**config.mk**
```make
export PLATFORM = sky130hd
export DESIGN_NAME = instr_stream_loader
export DESIGN_NICKNAME = d
export VERILOG_FILES = /design/src/rtl/instr_stream_loader.sv
export SDC_FILE = /design/constraint.sdc
export NUM_CORES = 1
export LEC_CHECK = 0
export BUFFER_PORTS_ARGS = -buffer_cell sky130_fd_sc_hd__buf_2
export CORE_UTILIZATION = 43
export CTS_CLUSTER_SIZE = 25
export DETAILED_ROUTE_END_ITERATION = 10
export PLACE_DENSITY_LB_ADDON = 0.05
export SYNTH_ARGS = -nofsm -noshare
export SYNTH_HDL_FRONTEND = slang
export SYNTH_SLANG_ARGS = --single-unit
```
**constraint.sdc**
```tcl
create_clock -name clk -period 1.65 [get_ports clk]
set_clock_uncertainty 0.15 [all_clocks]
set_input_delay 0.165 -clock clk [delete_from_list [all_inputs] [get_ports clk]]
set_output_delay 0.165 -clock clk [all_outputs]
set_load 0.05 [all_outputs]
```
**src/rtl/instr_stream_loader.sv**
```systemverilog
// instr_stream_loader: packs three host stream words into one 80-bit TPU instruction write (INSTR_LOADER_COUNT_EN adds an issue counter)
module instr_stream_loader #(
    parameter int UPPER_WORD_WIDTH = 16
) (
    input  logic                        clk,
    input  logic                        rst,
    input  logic [31:0]                 s_data,
    input  logic                        s_valid,
    output logic                        s_ready,
    input  logic                        flush,
    input  logic                        instr_fifo_full,
    output logic [31:0]                 lower_instr_word,
    output logic [31:0]                 middle_instr_word,
    output logic [UPPER_WORD_WIDTH-1:0] upper_instr_word,
    output logic [2:0]                  instr_write_enable,
    output logic                        busy,
    output logic [31:0]                 issued_count
);
    typedef enum logic [1:0] {W0, W1, W2, ISSUE} state_t;
    state_t                        r_state;
    logic [31:0]                   r_lower;
    logic [31:0]                   r_middle;
    logic [UPPER_WORD_WIDTH-1:0]   r_upper;
    logic                          w_accept;
    logic                          w_issue;
    assign s_ready            = (r_state != ISSUE) && !flush && !rst;
    assign w_accept           = s_valid && s_ready;
    assign w_issue            = (r_state == ISSUE) && !instr_fifo_full && !flush && !rst;
    assign instr_write_enable = w_issue ? 3'b111 : 3'b000;
    assign busy               = r_state != W0;
    assign lower_instr_word   = r_lower;
    assign middle_instr_word  = r_middle;
    assign upper_instr_word   = r_upper;
    // Capture words in order, then wait in ISSUE until the FIFO can take the instruction
    always_ff @(posedge clk) begin
        if (rst) begin
            r_state  <= W0;
            r_lower  <= '0;
            r_middle <= '0;
            r_upper  <= '0;
        end else if (flush) begin
            r_state <= W0;
        end else begin
            case (r_state)
                W0:    if (w_accept) begin r_lower  <= s_data; r_state <= W1; end
                W1:    if (w_accept) begin r_middle <= s_data; r_state <= W2; end
                W2:    if (w_accept) begin r_upper  <= s_data[UPPER_WORD_WIDTH-1:0]; r_state <= ISSUE; end
                ISSUE: if (!instr_fifo_full) r_state <= W0;
            endcase
        end
    end
`ifdef INSTR_LOADER_COUNT_EN
    logic [31:0] r_issued_count;
    // Count every completed FIFO write; wraps naturally and survives flush
    always_ff @(posedge clk) begin
        if (rst) r_issued_count <= '0;
        else if (w_issue) r_issued_count <= r_issued_count + 32'd1;
    end
    assign issued_count = r_issued_count;
`else
    assign issued_count = '0;
`endif
endmodule

```
**Word-level counts from Yosys, hierarchy flattened**

Index checks and enable logic that the tools add are counted.

- Equal/unequal tests: 8
- Multiplexer cells: 6
- Bitwise gates (word level): 1
- Reductions and logical operators: 16

Operators with widths:

| operator | count |
|---|---|
| $ne A2 B2 Y1 const B | 5 |
| $reduce_and A3 Y1 | 3 |
| $mux W2 | 4 |
| $pmux W2 S4 | 1 |
| $logic_and A1 B1 Y1 | 6 |
| $eq A2 B2 Y1 const B | 2 |
| $reduce_and A4 Y1 | 1 |
| $logic_not A1 Y1 | 3 |
| $mux W3 | 1 |
| $eq A2 B1 Y1 const B | 1 |
| $logic_not A2 Y1 | 1 |
| $reduce_bool A2 Y1 | 1 |
| $reduce_or A2 Y1 | 1 |
| $not A1 Y1 | 1 |

- Bits in registers: 82
- Input bits: 37
- Output and inout bits: 117
- Logic and storage cells: 35

**Logic depth before layout (Yosys ltp)**

Gate-level depths: netlist (run 1).

- Word-level depth: 6
- Depth in mapped cells: 7
- Mapped depth without buffers: 5

**Worst setup path before layout (run 1)**

No wires, ideal clock.

- Path kind: reg2reg
- From: register r_state[0]
- To: register r_lower[0], in the netlist lower_instr_word[0]
- Setup time: 0.070 ns
- Arrival: 1.800 ns
- Data required time: 1.430 ns
- Slack: -0.371 ns
- Cell stages (with the launch flop): 8
- Buffers on the path: 2
- Clock period less this slack: 2.021 ns
- Path through: dfxtp_1 -> inv_1 -> ha_1 -> clkbuf_1 -> inv_1 -> clkbuf_1 -> o21ai_1 -> a21oi_1

- Cells in the longest elaborated chain, start to end: 5
- Elaborated cells on any way between the ends: 6
- Classes of those cells: eq/ne: 1; reduce/logical: 5

Ends and longest elaborated chain:

| item | line | text |
|---|---|---|
| start, declared | 20 | `state_t r_state;` |
| start signal, assigned | 37 | `r_state <= W0;` |
| start signal, assigned | 42 | `r_state <= W0;` |
| start signal, assigned | 45 | `W0: if (w_accept) begin r_lower <= s_data; r_state <= W1; end` |
| $ne A2 B2 Y1 | 26 | `assign s_ready = (r_state != ISSUE) && !flush && !rst;` |
| $logic_and A1 B1 Y1 (2 in series) | 26 |  |
| $logic_and A1 B1 Y1 | 27 | `assign w_accept = s_valid && s_ready;` |
| $reduce_and A3 Y1 (no line) * | - |  |
| end signal, assigned | 38 | `r_lower <= '0;` |
| end signal, assigned | 45 |  |
| end, declared | 21 | `logic [31:0] r_lower;` |

Mark *: on every way between the ends. The rest lies on a longest branch, timed or not.
A chain may end at the register's enable or synchronous reset.

**Worst setup path after layout (run 1)**

- From: register r_state[1]
- To: register r_middle[14], in the netlist middle_instr_word[14]

- Cells in the longest elaborated chain, start to end: 5
- Elaborated cells on any way between the ends: 6
- Classes of those cells: eq/ne: 2; reduce/logical: 4

Ends and longest elaborated chain:

| item | line | text |
|---|---|---|
| $ne A2 B2 Y1 | 26 |  |
| $logic_and A1 B1 Y1 (2 in series) | 26 |  |
| $logic_and A1 B1 Y1 | 27 |  |
| $reduce_and A3 Y1 (no line) * | - |  |
| end signal, assigned | 39 | `r_middle <= '0;` |
| end signal, assigned | 46 | `W1: if (w_accept) begin r_middle <= s_data; r_state <= W2; end` |
| end, declared | 22 | `logic [31:0] r_middle;` |

Marked as above.

==> results of run 1 <==
==> metal layers <==
metal | up-vias | GRT usage, % | share of wire [%]
li1 | 1767 | - | -
met1 | 1807 | 34.8 | 44
met2 | 169 | 37.9 | 48
met3 | 18 | 5.58 | 6.2
met4 | 0 | 7.42 | 1.6
met5 | - | 0 | 0
==> logic make-up after synthesis <==
logic type	Yosys count
AO/OA/AOI/OAI	163
AND/OR/NAND/NOR	90
buffers and inverters	84
flip-flops	82
adder cells (fa/ha/maj)	4
multiplexers	1
other	1
==> cells in the mapped netlist (3+ instances only) <==
library cell / n
sky130_fd_sc_hd__buf_1: 3
sky130_fd_sc_hd__inv_1: 5
sky130_fd_sc_hd__buf_6: 9
sky130_fd_sc_hd__nand3_1: 80
sky130_fd_sc_hd__dfxtp_1: 82
sky130_fd_sc_hd__a21oi_1: 81
sky130_fd_sc_hd__o21ai_1: 79
sky130_fd_sc_hd__buf_4: 35
sky130_fd_sc_hd__buf_2: 9
sky130_fd_sc_hd__ha_1: 4
sky130_fd_sc_hd__nand2_1: 4
sky130_fd_sc_hd__clkbuf_1: 23
==> final timing paths <==
check                  startpoint               endpoint  slack [ps]  depth (start not counted)
max                    r_state[1]  middle_instr_word[14]        -200                          5
min                           rst    upper_instr_word[1]         130                          4
max reg2reg            r_state[1]  middle_instr_word[14]        -200                          5
min reg2reg  middle_instr_word[4]   middle_instr_word[4]         320                          2
==> per-stage QoR <==
step           worst slack [ps]  instances  hold slack (ps)  setup TNS (ps)
2_1_floorplan             -56.2        456              163           -4240
3_3_place_gp               -111        633              283           -4460
3_5_place_dp               -119        633              289           -6580
4_1_cts                    -163        687             97.0           -9280
5_1_grt                    -241        697              141          -16460
6_report                   -198        697              134          -11600
==> where the power goes <==
group / internal (W) / switching (W)
Combinational: 0.000237 / 0.000521
Sequential: 0.00201 / 0.0000165
Clock: 0.000703 / 0.000755
Total: 0.00295 / 0.00129
==> repair_timing <==
action / CTS / global route
hold buffers: 32 / 0
pin swaps: 8 / 77
resized for setup: 39 / 88
buffers inserted: 5 / 2
setup endpoints to repair: 87 / 87
endpoints found under the hold margin: 80 / 0
gates cloned: 1 / 8
==> final cells by class <==
cell class / count / area, sq um
clock inverters: 6 / 66.3
multi-input cells: 290 / 1930
repair buffers: 202 / 1630
fillers: 592 / 2260
inverters: 5 / 21.3
clock buffers: 10 / 128
flip-flops and latches: 82 / 1640
well taps: 102 / 128
==> flip-flops by register name, summed over array words and instances, names as in the netlist <==
name               flops
lower_instr_word      32
middle_instr_word     32
r_state                2
upper_instr_word      16
==> critical path, cell delays in order (launching register included) <==
cell,delay (ps)
sky130_fd_sc_hd__dfxtp_2,340
sky130_fd_sc_hd__ha_4,170
sky130_fd_sc_hd__or4b_4,560
sky130_fd_sc_hd__buf_12,210
sky130_fd_sc_hd__o21ai_1,180
sky130_fd_sc_hd__a21oi_2,80
==> results.md, run 1 <==
- The die boundary height is 92.3 microns.
- By area, the combinational part of the netlist is dominated by compound AO/OA/AOI/OAI gates.
- Relative to the synthesized area, the layout overhead comes to 58.1%.
- After detailed routing, the number of vias per cell comes to 5.40.
- The most common cell after layout, fill and taps aside is sky130_fd_sc_hd__buf_2.
- The insertion delay to the later sink of the worst-skew pair is 340 ps.
- The simple-gate portion of the synthesized area is 13.0%.
- The post-route fraction of the period consumed by the critical path is 112%.
- The pin count of the biggest net entering global routing is 51.
- The share of post-route cells with drive strength above 1 is 47.1%.
- The count of warnings emitted by yosys is 0.
- The layout net count is 631.
- Summing all placed instances gives a cell area of 0.00422 sq mm.
- The total of flip-flops plus latches after synthesis is 82.
- The clock slew at the register clock pins of the worst setup and hold paths is 90 ps.
- STA classifies the critical path endpoint as a flop.
- The clock net in this run drives a total of 82 sinks.
- The leakage dissipation is 2.23 nW.
- The area inside the core boundary is 0.00781 sq mm.
- The aggregate global routing overflow is 0.
- The checks that failed: negative setup slack.
- The clock tree synthesis step divided the H-tree into 3 levels.
- The library cells used most frequently in the layout, excluding fill and tap cells, are sky130_fd_sc_hd__buf_2 (116), sky130_fd_sc_hd__dfxtp_1 (80), sky130_fd_sc_hd__o21ai_1 (61), sky130_fd_sc_hd__a21oi_1 (55), sky130_fd_sc_hd__nand3_1 (42).
- The share of flip-flops with an asynchronous set or reset after synthesis is 0%.
- The final core utilization is 71.0%.
- The number of ports placed on the die boundary is 154.
- The vias after detailed routing is 3761.
- Subtracting the final worst setup slack from the clock period gives 1850 ps.
- The final count of negative-setup-slack endpoints is 86.
- The cell type with the highest aggregate area in the netlist is sky130_fd_sc_hd__dfxtp_1.
- Power comes to 0.00424 W.
- The number of antenna violations at the first check in global routing was 0.
- The start-to-end type of the worst setup path is flop to flop.
- The total power divided by cell area is 764 mW/mm^2.
- The worst relative slew slack is 58.0%.
- The number of detailed-routing iterations run before antenna repair is 4.
- The share of the synthesized netlist area taken by xor and xnor gates is 0%.
- The detailed router finished its first iteration with 224 violations.
- Once the floorplan was initialized, standard cells occupied 44.9% of the core.
- The startpoint type of the worst setup path is a flop.
- The global placer's final weighted congestion is 0.828.
- The number of enable flip-flop cells after synthesis is 0.
- The repair_antennas step left the layout with diodes totalling 0.
- The max-capacitance violation count is 0.
- The CTS tree is done.
- The highest attainable clock frequency is 541 MHz.
- Of the total synthesized cell area, the portion taken by full adders, half adders and majority gates is 1.43%.
- The die is 92.3 microns wide.
- In this run the clock root is driven by a sky130_fd_sc_hd__clkbuf_8.
- The post-synthesis cell type count is 20.
- The post-synthesis sequential area ratio is 46.8%.
- In this run the mean area of a mapped cell was 8.25 sq um.
- Along the worst path, the maximum fanout reaches 41.
- The mux cell area share after synthesis is 0.285%.
- The gate count of the mapped netlist is 425.
- The maximum VDD drop is 0.410 mV.
- The minimum setup slack in the final design is -198 ps.
- In this run, CTS created clock tree buffers numbering 9.
- The final HPWL from detailed placement is 6630 microns.
- The worst endpoint required time is 1720 ps.
- The flow ran to the end, but the final reports show violations.
- Setup repair after global routing could not meet its margin everywhere.
- The maximum count of clock buffers along a single path is 2.
- After synthesis, the cell types taking the most area are sky130_fd_sc_hd__dfxtp_1 (47%), sky130_fd_sc_hd__a21oi_1 (12%), sky130_fd_sc_hd__nand3_1 (11%).
- Once layout is done, the placed cells without fillers occupy 0.00555 sq mm.
- The count of pins over their slew limit is 0.
- Row generation in the floorplan step produced 32 rows.
- The slew of the pin with the lowest slew margin is 630 ps.
- The number of hold-slack violations in the final timing report was 0.
- Among all flip-flop cells after synthesis, the most frequent one is sky130_fd_sc_hd__dfxtp_1.
- STA puts the critical path data arrival time at 1910 ps.
- The final layout contains routed wiring with a total length of 11700 microns.
- The post-detailed-route DRC marker count is 0.
- The netlist area before placement is 0.00351 sq mm.
- The worst hold path class is input pin to flop.
- The floorplan step defined a die boundary enclosing 0.00852 sq mm.
- The area share of the largest cell type after synthesis is 46.8%.
- The via count of the first global-routing pass came to 3317.
- Global routing used 24.8% of the available tracks.
- The per-cell routed wire length is 16.9 microns.
- The detail route stage leaves a number of antenna-violating nets equal to 0.
- The wire length of the first global-routing pass is 16800 microns.
- The compound-gate portion of the synthesized area is 23.4%.
- The count of buffers added on input and output ports is 121.
Note: power is estimated with default switching activity, not from simulation.
==> run 2: changes to the inputs <==
CORE_UTILIZATION = 44   (was 43)
CTS_BUF_LIST = sky130_fd_sc_hd__clkbuf_4   (was unset)
==> run 2 against run 1 <==
The run still ends with negative setup slack left. Die area down 2.2%. Via count down 1.8%. Count of clock-buffer cells in the layout up 1. Worst hold slack worse by 75 ps. Non-clock buffer count down 1. First-iteration DRC count down 26%. Global-route usage down 0.90 points. Combinational power down 4.2%. Power down 7.5%. Critical endpoint is now upper_instr_word[5].
==> results.md, run 2 (synthesis results as in run 1) <==
- The run finished, with violations left.
- The checks that failed: negative setup slack.
- The number of detailed-routing iterations run before antenna repair is 5 (+1).
- The layout net count was 630 (-0.16%).
- The horizontal die dimension is 91.3 microns (-1.1%).
- The slack of the worst reg-to-reg path is -280 ps (-90 ps).
- The worst endpoint required time is 1780 ps (+60 ps).
- The area inside the core boundary is 0.00773 sq mm (-1.0%).
- The placed standard-cell area is 0.00418 sq mm (-0.83%).
- The pin count of the biggest net entering global routing is 62 (+22%).
- The critical path starts at r_state[0].
- The end point of the critical path is upper_instr_word[5].
- The final period demand of the worst path was 1930 ps (+85.3 ps).
- The max-capacitance violation count is 0 (unchanged).
- The number of ports placed on the die boundary came to 154 (unchanged).
- The vias after detailed routing is 3694 (-1.8%).
- The count of inserted antenna diode cells came to 0 (unchanged).
- The number of input and output port buffers inserted was 121 (unchanged).
- The setup slack after placement is -112 ps (+6.67 ps).
- The number of hold-slack violations in the final timing report is 0 (unchanged).
- The startpoint identified for the worst register-to-register timing path is r_state[0].
- The worst setup path is launched from a flop.
- The fill cell total of the finished layout is 657 (+11%).
- The worst hold slack after final layout was 59.3 ps (-75.1 ps).
- The total global routing track utilization is 23.9% (-0.90 points).
- The slew of the pin with the lowest slew margin is 678 ps (+47.9 ps).
- The worst relative slew slack is 54.8% (-3.2 points).
- Relative to the synthesized area, the layout overhead comes to 52.0%.
- The post-route fraction of the period consumed by the critical path came to 117% (+5.2 points).
- The wire length of the first global-routing pass came to 15800 microns (-5.9%).
- The initial core utilization is 45.4% (+0.47 points).
- The number of H-tree levels is 3 (unchanged).
- The remaining antenna violation count after routing was 0 (unchanged).
- The number of cells on the worst reg-to-reg path was 6 (+1).
- The global placer's final weighted congestion is 0.809 (-2.4%).
- The minimum setup slack in the final design is -283 ps (-85.3 ps).
- The per-cell routed wire length came to 15.5 microns (-7.9%).
- The total power divided by cell area is 735 mW/mm^2 (-3.8%).
- The category of the worst setup path capture point is a flop.
- The count of pins over their slew limit is 0 (unchanged).
- The top cell types in the final layout, fill and taps aside, are sky130_fd_sc_hd__buf_2 (116), sky130_fd_sc_hd__dfxtp_1 (80), sky130_fd_sc_hd__a21oi_1 (73), sky130_fd_sc_hd__nand3_1 (63), sky130_fd_sc_hd__o21ai_1 (43).
- The number of clock sinks seen by CTS is 82 (unchanged).
- The critical path goes through ha_4, or4b_4, buf_4, buf_6, o21ai_1, a21oi_1.
- The leakage dissipation came to 2.20 nW (-1.1%).
- The area of the die is 0.00833 sq mm (-2.2%).
- The final HPWL from detailed placement is 6320 microns (-4.6%).
- The worst hold path class is input pin to flop.
- TritonCTS built the clock tree.
- The number of buffers created by CTS is 9 (unchanged).
- Leaving out fill and tap cells, the most frequent cell in the layout is sky130_fd_sc_hd__buf_2.
- The endpoint identified for the worst register-to-register timing path is upper_instr_word[5].
- The biggest cell delay along the critical path is 590 ps (+30 ps).
- The initial detailed-routing violation count was 166 (-26%).
- The final count of negative-setup-slack endpoints came to 87 (+1.2%).
- The maximum VDD drop is 0.442 mV (+7.8%).
- The aggregate global routing overflow is 0 (unchanged).
- The insertion delay to the later sink of the worst-skew pair is 410 ps (+70 ps).
- The highest-delay cell along the critical path is sky130_fd_sc_hd__or4b_4.
- The number of antenna violations at the first check in global routing is 0 (unchanged).
- The highest attainable clock frequency was 517 MHz (-4.4%).
- The data arrival time of the worst path was 2060 ps (+150 ps).
- The aggregate negative setup slack is -15750 ps (-4140 ps).
- CTS placed an instance of sky130_fd_sc_hd__clkbuf_4 at the clock tree root.
- The critical path in this run is classified as flop to flop.
- The detailed-route vias per instance was 5.31 (-1.6%).
- The final instance area was 0.00533 sq mm (-3.8%).
- The via count of the first global-routing pass is 3233 (-2.5%).
- The routed wire length came to 10800 microns (-8.1%).
- The row count came to 32 (unchanged).
- Setup repair after global routing could not meet its margin everywhere.
- The post-detailed-route DRC marker count came to 0 (unchanged).
- In this run the most critical hold path is launched from rst.
- The largest fanout of any net on the critical path is 6 (-85%).
- The share of post-route cells with drive strength above 1 is 43.8% (-3.3 points).
- The maximum count of clock buffers along a single path is 2 (unchanged).
- The die boundary height is 91.3 microns (-1.1%).
- The clock slew at the register clock pins of the worst setup and hold paths is 130 ps (+40 ps).
==> run 2: metrics by stage <==
stage,total power (W),util (%),std cells
detailed placement,0.00263,54.1,630
finish,0.00392,69.0,696
global placement,0.00263,54.1,630
CTS,0.00387,63.1,681
floorplan,0.00254,-,456
global route,0.00408,69.0,696
==> run 2: timing repair <==
item,4_1_cts,5_1_grt
cloned,2,7
resized for setup,51,55
setup endpoints to repair,87,87
hold endpoints to repair,81,0
hold buffers,33,0
buffers inserted,0,8
pin swaps,7,13
==> run 2: routing by layer <==
metal	routed length [microns]	vias to the layer above	global-route usage, %
li1	-	1767	-
met1	4540	1763	30.3
met2	5470	147	40.0
met3	602	17	4.27
met4	194	0	9.92
met5	0	-	0
==> run 2: critical path: cells and delay by family, from the launching register on <==
kind            cells  cell delay, ps
simple gates        1             590
flops               1             360
compound gates      2             230
fa+ha+maj           1             170
buf+inv             2             310
==> run 2: worst min path at each step <==
stage,slack (ps),end,cells past startpoint
final,60,lower_instr_word[5],3
after detailed placement,290,middle_instr_word[31],3
after global routing,60,lower_instr_word[5],3
after CTS,20,r_state[0],4
after global placement,280,lower_instr_word[29],3
after floorplan,160,lower_instr_word[0],2
==> run 2: power by group <==
group	internal, W	switching (W)	total [W]
clock	0.000491	0.000675	0.00117
combinational	0.000228	0.000498	0.000727
sequential	0.00201	0.0000189	0.00203
total	0.00273	0.00119	0.00392
==> run 2: final cells by class <==
cell class	instances	area, sq um	area share, %
multi-input combinational	290	1810	33.9
sequential	82	1640	30.8
timing repair buffer	201	1580	29.6
tap	102	128	2.39
clock buffer	11	82.6	1.55
clock inverter	5	55.1	1.03
inverter	5	35.0	0.657
==> run 3: changes to the inputs <==
CORE_UTILIZATION = 49   (was 44)
PLACE_DENSITY = 0.82   (was unset)
PLACE_DENSITY_LB_ADDON = unset   (was 0.05)
clock period = 1.8 ns   (was 1.65 ns; I/O delays follow)
==> run 3 against run 2 <==
The run still ends with negative setup slack left. Sequential power is 8% lower. Die area is 10% lower. Clock power hardly changed. First-iteration DRC count is 92% higher. Setup slack better by 120 ps. Via count is 3.8% higher. Register-to-register slack better by 120 ps. Critical path depth is 1 lower. Maximum frequency is 1.4% lower. Sequential share of layout area is 1.4 points higher. Power is 6.5% lower. Non-clock buffer count is 15 lower.
==> results.md, run 3 (synthesis results as in run 1) <==
- The run finished, with violations left.
- The checks that failed: negative setup slack.
- Setup repair after global routing could not meet its margin everywhere.
- The initial detailed-routing violation count was 319 (+92%).
- The final HPWL from detailed placement is 6550 microns (+3.7%).
- The horizontal die dimension was 86.6 microns (-5.1%).
- The internal power consumption is 0.00257 W (-5.8%).
- The share of post-route cells with drive strength above 1 is 43.5% (-0.25 points).
- The slack of the worst reg-to-reg path was -160 ps (+120 ps).
- The post-route fraction of the period consumed by the critical path came to 109% (-8.2 points).
- The initial core utilization is 51.1% (+5.7 points).
- The final core utilization was 74.3% (+5.2 points).
- Leaving out fill and tap cells, the most frequent cell in the layout is sky130_fd_sc_hd__buf_2.
- The insertion delay to the later sink of the worst-skew pair came to 440 ps (+30 ps).
- The max-capacitance violation count is 0 (unchanged).
- The number of clock sinks seen by CTS is 82 (unchanged).
- The cell count along the critical path is 5 (-1).
- The number of hold-slack violations in the final timing report is 0 (unchanged).
- TritonCTS built the clock tree.
- The total global routing track utilization came to 28.6% (+4.7 points).
- The portion of total power attributed to combinational logic was 17.2% (-1.3 points).
- The routed wire length came to 11700 microns (+8.7%).
- The placed standard-cell area is 0.00413 sq mm (-1.3%).
- The detailed-route vias per instance is 5.68 (+7.0%).
- The number of cells on the worst reg-to-reg path is 5 (-1).
- The sequential group share of total power is 50.7% (-1.0 points).
- The number of antenna violations at the first check in global routing was 0 (unchanged).
- The clock network fraction of total power came to 32.0% (+2.3 points).
- The start-to-end type of the worst setup path is flop to flop.
- The remaining antenna violation count after routing is 0 (unchanged).
- The largest fanout of any net on the critical path is 18 (+12).
- The reported net switching power is 0.00110 W (-8.0%).
- The worst relative slew slack came to 62.1% (+7.2 points).
- The worst setup path is captured at a flop.
- The final period demand of the worst path came to 1960 ps (+28.2 ps).
- The data arrival time of the worst path is 2120 ps (+60 ps).
- Relative to the synthesized area, the layout overhead comes to 45.4%.
- The count of inserted antenna diode cells is 0 (unchanged).
- The per-cell routed wire length was 17.4 microns (+12%).
- The cell sitting at the root of the clock tree is a sky130_fd_sc_hd__clkbuf_4.
- The switching share of power is 29.9% (-0.49 points).
- The number of ports placed on the die boundary is 154 (unchanged).
- The setup slack after placement came to -55.5 ps (+56.6 ps).
- The critical path buffer and inverter count is 1 (-1).
- The final instance area is 0.00510 sq mm (-4.4%).
- The global placer's final weighted congestion is 0.908 (+12%).
- STA classifies the critical path startpoint as a flop.
- The aggregate global routing overflow is 0 (unchanged).
- The number of detailed-routing iterations run before antenna repair was 5 (unchanged).
- The number of buffers created by CTS came to 9 (unchanged).
- The maximum VDD drop came to 0.421 mV (-4.9%).
- The vias after detailed routing is 3833 (+3.8%).
- The worst register-to-register path begins at r_state[0].
- The highest attainable clock frequency is 510 MHz (-1.4%).
- The number of input and output port buffers inserted is 121 (unchanged).
- The leakage dissipation came to 2.11 nW (-4.4%).
- The highest-delay cell along the critical path is sky130_fd_sc_hd__or4b_4.
- Leaving out fill and tap cells, the most frequent cells in the layout are sky130_fd_sc_hd__buf_2 (116), sky130_fd_sc_hd__dfxtp_1 (80), sky130_fd_sc_hd__nand3_1 (79), sky130_fd_sc_hd__a21oi_1 (79), sky130_fd_sc_hd__o21ai_2 (68).
- The via count of the first global-routing pass is 3470 (+7.3%).
- The die boundary height is 86.6 microns (-5.1%).
- The kind of cell with the highest combined delay along the critical path is simple AND/OR/NAND/NOR gates.
- The number of H-tree levels came to 3 (unchanged).
- The capturing point of the worst reg2reg path is middle_instr_word[5].
- The wire length of the first global-routing pass is 16600 microns (+5.4%).
- The biggest cell delay along the critical path is 640 ps (+50 ps).
- The pin count of the biggest net entering global routing is 56 (-9.7%).
- The maximum count of clock buffers along a single path is 2 (unchanged).
- The critical path goes through ha_4, or4b_4, buf_12, o21ai_2, a21oi_1.
- The most critical setup path has its startpoint at r_state[0].
- The layout net count was 615 (-2.4%).
- The post-detailed-route DRC marker count is 0 (unchanged).
- The clock slew at the register clock pins of the worst setup and hold paths is 140 ps (about the same).
- The area of the die came to 0.00750 sq mm (-10%).
- The final count of negative-setup-slack endpoints is 82 (-5.7%).
- The total power divided by cell area is 719 mW/mm^2 (-2.2%).
- The fill cell total of the finished layout is 503 (-23%).
- The area inside the core boundary is 0.00687 sq mm (-11%).
- The minimum setup slack in the final design is -162 ps (+122 ps).
- The count of pins over their slew limit is 0 (unchanged).
- The worst hold path class is input pin to flop.
- In this run the worst setup path terminates at middle_instr_word[5].
- The slew of the pin with the lowest slew margin is 569 ps (-109 ps).
- The row count was 30 (-6.3%).
- The worst endpoint required time is 1960 ps (+180 ps).
run 3: changes by cell type in the layout (fill, tap and decap cells not counted), moves of 5 or more:
| cell | change |
|---|---|
| sky130_fd_sc_hd__nand3_2 | -16 |
| sky130_fd_sc_hd__o21ai_1 | -33 |
| sky130_fd_sc_hd__buf_8 | -5 |
| sky130_fd_sc_hd__buf_4 | -5 |
| sky130_fd_sc_hd__a21oi_1 | +6 |
| sky130_fd_sc_hd__o21ai_2 | +33 |
| sky130_fd_sc_hd__nand3_1 | +16 |
| sky130_fd_sc_hd__a21oi_2 | -6 |
run 3: worst min-delay path by stage:
stage,start,to,slack [ps],cells after the start
4_1_cts,instr_fifo_full,r_state[1],5,4
6_report,instr_fifo_full,r_state[1],10,4
3_3_place_gp,s_data[29],middle_instr_word[29],300,3
3_5_place_dp,s_data[31],middle_instr_word[31],300,3
2_1_floorplan,s_data[0],lower_instr_word[0],180,2
5_1_grt,instr_fifo_full,r_state[1],40,4
run 3: repair_timing:
item,CTS,global route
setup buffers,1,1
hold endpoints to repair,81,0
pin swaps,0,10
endpoints found under the setup margin,60,87
gates cloned,2,2
gates resized for setup,25,77
hold buffers,33,0
run 3: cell type report:
| class | instances | area [sq um] | share of cell area (%) |
|---|---|---|---|
| Sequential cell | 82 | 1640 | 32.2 |
| Clock buffer | 9 | 67.6 | 1.32 |
| Multi-Input combinational cell | 290 | 1800 | 35.3 |
| Timing Repair Buffer | 186 | 1370 | 26.8 |
| Inverter | 5 | 21.3 | 0.417 |
| Tap cell | 96 | 120 | 2.35 |
| Clock inverter | 7 | 83.8 | 1.64 |
run 3: power groups by stage:
| stage | sequential, W | combinational, W | clock (W) |
|---|---|---|---|
| global placement | 0.00189 | 0.000500 | 0 |
| finish | 0.00186 | 0.000632 | 0.00117 |
| global route | 0.00186 | 0.000662 | 0.00126 |
| floorplan | 0.00198 | 0.000341 | 0 |
| CTS | 0.00185 | 0.000585 | 0.00118 |
| detailed placement | 0.00189 | 0.000506 | 0 |
run 3: per-layer routing:
layer,vias to the layer above,share of wire (%),track usage [%]
met5,-,0,0
met4,0,5.0,18.3
met3,52,6.5,5.33
met2,213,50,46.5
met1,1813,38,34.9
li1,1755,-,-
run 3: per-stage QoR:
step / hold WS (ps) / power, W / cells / setup TNS (ps)
after global routing: 42.2 / 0.00378 / 675 / -8550
after detailed placement: 300 / 0.00240 / 620 / -336
after CTS: 5.47 / 0.00362 / 672 / -2270
after global placement: 296 / 0.00239 / 620 / 0
after floorplan: 178 / 0.00232 / 456 / -89.3
final: 14.0 / 0.00367 / 675 / -5420
run 3: worst min-delay path, delay by kind of cell:
kind                   cells  cell delay [ps]
buffers and inverters      1              120
AOI/OAI and AO/OA          1              100
muxes                      1               90
and+or+nand+nor            1               80
